===== src/rtl/mio_bus_arbiter.sv =====
// Shared memory/IO bus arbiter between the CPU controller and a DMA/loader port.
// Define MIO_CPU_PRIORITY_EN for fixed CPU priority; default is round-robin.
module mio_bus_arbiter #(
  parameter logic [3:0] RAM_WAIT  = 4'd1,
  parameter logic [3:0] IO_WAIT   = 4'd3,
  parameter logic [3:0] IO_REGION = 4'hE
) (
  input  logic        clk,
  input  logic        reset,
  input  logic        cpu_req,
  input  logic        cpu_rd,
  input  logic        cpu_wr,
  input  logic [31:0] cpu_addr,
  input  logic [31:0] cpu_wdata,
  output logic [31:0] cpu_rdata,
  output logic        cpu_ready,
  input  logic        dma_req,
  input  logic        dma_wr,
  input  logic [31:0] dma_addr,
  input  logic [31:0] dma_wdata,
  output logic [31:0] dma_rdata,
  output logic        dma_ready,
  output logic [31:0] bus_addr,
  output logic [31:0] bus_wdata,
  output logic        bus_we,
  output logic        ram_sel,
  output logic        io_sel,
  input  logic [31:0] ram_rdata,
  input  logic [31:0] io_rdata,
  output logic [1:0]  grant,
  output logic        bus_err
);
  typedef enum logic [1:0] {IDLE, ACCESS, DONE} state_t;

  state_t      state, state_nxt;
  logic [3:0]  cnt;
  logic        owner;       // 0 = CPU, 1 = DMA
  logic        last_grant;
  logic        is_wr, is_io, illegal;
  logic [31:0] addr_q, wdata_q;
  logic        any_req, pick_dma;
  logic [31:0] sel_addr;
  logic        sel_io;

  assign any_req = cpu_req | dma_req;
`ifdef MIO_CPU_PRIORITY_EN
  assign pick_dma = ~cpu_req;
`else
  // On contention the side that did not win last time gets the bus.
  assign pick_dma = dma_req & (~cpu_req | ~last_grant);
`endif
  assign sel_addr  = pick_dma ? dma_addr : cpu_addr;
  assign sel_io    = sel_addr[31:28] >= IO_REGION;
  assign bus_addr  = addr_q;
  assign bus_wdata = wdata_q;

  always_ff @(posedge clk or posedge reset) begin
    if (reset) state <= IDLE;
    else       state <= state_nxt;
  end

  always_comb begin
    state_nxt = state;
    case (state)
      IDLE:    if (any_req) state_nxt = ACCESS;
      ACCESS:  if (cnt == 4'd0) state_nxt = DONE;
      DONE:    state_nxt = IDLE;
      default: state_nxt = IDLE;
    endcase
  end

  always_comb begin
    grant     = 2'b00;
    ram_sel   = 1'b0;
    io_sel    = 1'b0;
    bus_we    = 1'b0;
    cpu_ready = 1'b0;
    dma_ready = 1'b0;
    bus_err   = 1'b0;
    case (state)
      ACCESS: begin
        grant   = owner ? 2'b10 : 2'b01;
        ram_sel = ~illegal & ~is_io;
        io_sel  = ~illegal & is_io;
        bus_we  = ~illegal & is_wr;
      end
      DONE: begin
        cpu_ready = ~owner;
        dma_ready = owner;
        bus_err   = illegal;
      end
      default: ;
    endcase
  end

  always_ff @(posedge clk or posedge reset) begin
    if (reset) begin
      cnt        <= 4'd0;
      owner      <= 1'b0;
      last_grant <= 1'b1;
      is_wr      <= 1'b0;
      is_io      <= 1'b0;
      illegal    <= 1'b0;
      addr_q     <= 32'd0;
      wdata_q    <= 32'd0;
      cpu_rdata  <= 32'd0;
      dma_rdata  <= 32'd0;
    end else if (state == IDLE && any_req) begin
      owner   <= pick_dma;
      addr_q  <= sel_addr;
      wdata_q <= pick_dma ? dma_wdata : cpu_wdata;
      is_wr   <= pick_dma ? dma_wr : cpu_wr;
      illegal <= ~pick_dma & (cpu_rd == cpu_wr);
      is_io   <= sel_io;
      cnt     <= sel_io ? IO_WAIT : RAM_WAIT;
    end else if (state == ACCESS) begin
      if (cnt == 4'd0) begin
        last_grant <= owner;
        if (!is_wr && !illegal) begin
          if (owner) dma_rdata <= is_io ? io_rdata : ram_rdata;
          else       cpu_rdata <= is_io ? io_rdata : ram_rdata;
        end
      end else begin
        cnt <= cnt - 4'd1;
      end
    end
  end
endmodule


===== config.mk =====
export PLATFORM = sky130hd
export DESIGN_NAME = mio_bus_arbiter
export DESIGN_NICKNAME = d
export VERILOG_FILES = /design/src/rtl/mio_bus_arbiter.sv
export SDC_FILE = /design/constraint.sdc
export NUM_CORES = 1
export LEC_CHECK = 0
export ABC_AREA = 1
export CAP_MARGIN = 10
export CORE_AREA = 2 2 129 131
export DETAILED_ROUTE_END_ITERATION = 16
export DIE_AREA = 0 0 131 133
export PLACE_DENSITY = 0.81
export SLEW_MARGIN = 10
export SYNTH_ARGS = -nofsm -noshare
export SYNTH_HDL_FRONTEND = slang
export SYNTH_SLANG_ARGS = --single-unit

===== constraint.sdc =====
create_clock -name clk -period 7.75 [get_ports clk]
set_clock_uncertainty 0.05 [all_clocks]
set_input_delay 1.55 -clock clk [delete_from_list [all_inputs] [get_ports clk]]
set_output_delay 1.55 -clock clk [all_outputs]
set_load 0.03 [all_outputs]

==> results by group <==
CTS
  – Post-CTS Setup Bufs: 0
  – Hold buffers post-CTS: 0
  – CTS Buf Count: 17
  – Clock net sink count: 139
  – Root Driver: clkbuf_16
  – CTS clk-pin slew, worst paths: 0.06 ns
  – Insertion delay to the later sink of the worst-skew pair: 0.42 ns
  – Worst-case clock buffer depth: 2
  – CTS resizes: 0
  – H-tree level count: 4
  – CTS tree: done

Detailed routing
  – WL per Instance: 15.83 um
  – Vias: about 6.6k
  – DRC Markers: 0
  – Routed WL: 21330 um
  – DR iter-0 viols: 373
  – Routed Antenna Nets: 0
  – Drt pass-1 iters: 5
  – Via density: around 4.9

Timing
  – Min setup slack post-route: 4.101 ns
  – Max-slew violations: 0
  – Fmax: 274.0 MHz
  – Setup TNS: 0 ns
  – Slew HR: 25.57%
  – Final hold vios: 0
  – Setup violation total in the final timing report: 0
  – Worst Tran Pin Value: 1.114 ns
  – Fin crit share: a little under half
  – Hold_ws: 0.4336 ns
  – Min Tclk post-route: 3.649 ns
  – RSZ-0062 raised after global routing: false

Floorplanning
  – Core area: 0.01617 mm2
  – Row cnt: 47
  – Initial Util: 39.68%
  – Die X: 131 um
  – Die area: 0.01742 mm2
  – # IOs: 335
  – Die Ht: 133 um

Power and ir drop
  – Seq pwr share: 28.4%
  – Sw Pwr: approximately 2.1 mW
  – Net Sw Frac: 45.45%
  – Internal power: roughly 2.5 mW
  – Clock share of power: 16.9%
  – Leakage Power: 4.689 nW
  – Power per cell area: 441.7 mW/mm2
  – Comb pwr share: 54.7%
  – Maximum vdd drop: 0.2339 mV
  – Total power: 4.592 mW

GRT
  – Aggregate global routing overflow: 0
  – GR Util met3: 9.947%
  – Met2 usage: roughly two fifths
  – Initial antenna violation count: 1
  – Largest net degree at the start of global routing: between 70 and 80
  – Vias in the first global route: ~6.4k
  – GR Util All Layers: approximately 25%
  – First-pass GRT wire length: 32840 um
  – GR Layer Usage met1: ~28%
  – Busiest grt layer: met2

Worst setup path
  – Type of origin of the critical path: flip-flop
  – Crit Path Category: flip-flop to output port
  – R2r endpoint: dma_rdata[25]$_DFFE_PP0P_
  – Crit Path Max Fanout: 34
  – R2R depth: 8
  – Reg2Reg Setup Slack: around 5.2 ns
  – Worst Path Required: 6.15 ns
  – Setup crit end kind: output port
  – Worst EP arrival: 2.05 ns
  – Worst reg2reg startpoint: cnt[0]$_DFFE_PP0P_

Logic synthesis
  – Mapped Cells: 803
  – Largest family of logic cells by synthesized area: simple AND/OR/NAND/NOR gates
  – Adder-cell area share of the yosys netlist: less than 1%
  – Mapped cell area: 0.006416 mm2
  – Synth area leader: dfrtp_1
  – Post-Synthesis Net Count: 1004
  – Mux share of post-synthesis cell area: 0%
  – Post-synth top area share: 53.82%
  – Number of synthesized flops with an enable pin: 0
  – XOR/XNOR Fraction of Synth Area: 0.2730%
  – Async S/R FF share, synth: 100.0%
  – Synth Area in Compound Gates: 15.91%
  – Top cells by area, synth: dfrtp_1 (54%), nand2_1 (16%), o21ai_0 (11%), o21ai_1 (4.2%), nor2_1 (4.1%)
  – Most common flop cell mapped by yosys: dfrtp_1
  – Sequential fraction of the synthesis area: 54.23%
  – Simple-gate portion of the synthesized area: 22.37%
  – Seq cells post-synth: 139
  – Syn_area_per_cell: 7.990 um2
  – Netlist cell types: 29
  – Yosys warnings: 0

Final layout
  – Filler cells: 1376
  – Non-filler instance count after layout: 1347
  – Multi-input gate area: between 0.002 and 0.003 mm2
  – FF+latch area: 0.003480 mm2
  – Final layout net count: 1314
  – Synth-to-Final Area Change: 62.05%
  – Fraction of layout cells with a size suffix above 1: 4.796%

Placed design
  – Placed wire-length estimate: 15080 um
  – Post-Place Worst Slack: 4.032 ns
  – IO Port Bufs: 334
  – DP Cell Count: 1314
  – RD Place Congestion: 0.8709

Worst hold path
  – Worst Hold Path EP: bus_addr[25]$_DFFE_PP0P_
  – Worst hold stages: 2
  – Worst min-delay path class: flip-flop to flip-flop
  – Worst Hold Launch: bus_addr[25]$_DFFE_PP0P_

Run status
  – Run status: completed

Flow run
  – Max Cap Violations: 0
worst max path at each step:
stage	startpoint	cells after the start	slack, ns	endpoint
floorplan	reset	1	2.43	bus_addr[0]$_DFFE_PP0P_
global placement	dma_req	8	4.09	cnt[0]$_DFFE_PP0P_
detailed placement	dma_req	8	4.03	cnt[0]$_DFFE_PP0P_
CTS	is_io$_DFFE_PP0P_	4	4.06	io_sel
global route	is_io$_DFFE_PP0P_	4	4.00	io_sel
finish	is_io$_DFFE_PP0P_	4	4.10	io_sel
final cells by class:
cell class | instances | share of cell area [%]
Antenna cell | 1 | 0.02407
Inverter | 50 | 1.853
Clock buffer | 19 | 4.260
Sequential cell | 139 | 33.47
Tap cell | 220 | 2.647
Multi-Input combinational cell | 565 | 24.06
Clock inverter | 13 | 1.107
Timing Repair Buffer | 340 | 32.59
flip-flops by register name, indices dropped and copies added (netlist names):
register	count
state	2
is_io	1
cnt	4
owner	1
cpu_rdata	32
bus_wdata	32
dma_rdata	32
illegal	1
bus_addr	32
last_grant	1
is_wr	1
cell usage after synthesis, drive strengths merged (2+ instances only):
master / number
o21ai: 197
buf: 22
clkbuf: 27
nand3b: 2
o22ai: 2
ha: 2
nand2: 273
inv: 49
nor3: 3
a21oi: 3
nand3: 5
dfrtp: 138
nor2: 74
xor2: 2
critical path: stages (launching register included):
cell	delay [ns]
dfrtp_1	0.37
clkinv_1	0.06
buf_4	0.24
nor3_1	0.25
clkdlybuf4s50_1	0.70
cells in the final DEF, fill, tap and decap left out:
cell             instances
nand2_1                270
nor2_2                   1
buf_4                    6
ha_1                     2
clkdlybuf4s50_1        334
clkinvlp_4               4
clkbuf_16               17
nand4_4                  1
nand2_4                  1
nand3_1                  4
clkinv_2                 4
diode_2                  1
nand2_2                  2
dfstp_2                  1
nor2_4                   2
clkbuf_8                 1
o21a_1                   1
xor2_1                   2
inv_1                   42
inv_2                    6
clkbuf_1                 1
clkinv_1                 1
nor2_1                  70
o21ai_0                143
nand3_4                  1
a21oi_1                  3
bufinv_16                1
dfrtp_1                138
o22ai_1                  2
nor3_1                   3
o21ai_1                 54
nor2_8                   1
nand3b_1                 2
inv_6                    5
power groups by stage:
stage	Clock (mW)	Sequential (mW)	Combinational (mW)
floorplan	0	1.97	0.794
global placement	0	1.29	2.50
detailed placement	0	1.30	2.53
CTS	0.789	1.30	2.54
global route	0.822	1.35	2.71
finish	0.777	1.30	2.51
metal layers:
layer,up-vias,wire [um]
met5,-,0
met4,0,727
met3,46,2235
met2,301,10370
met1,3062,7992
li1,3177,-
kinds of logic after synthesis:
group	after synthesis
simple gates	358
compound gates	203
flops	139
buf+inv	99
xor+xnor	2
fa+ha+maj	2
per-stage QoR:
| stage | instance area, um2 | utilization, % |
|---|---|---|
| 6_report | 10400 | 64.29 |
| 2_1_floorplan | 6416 | - |
| 4_1_cts | 10400 | 64.28 |
| 3_5_place_dp | 9837 | 60.83 |
| 3_3_place_gp | 9837 | 60.83 |
| 5_1_grt | 10400 | 64.29 |
Power figures use the tool's default switching activity.
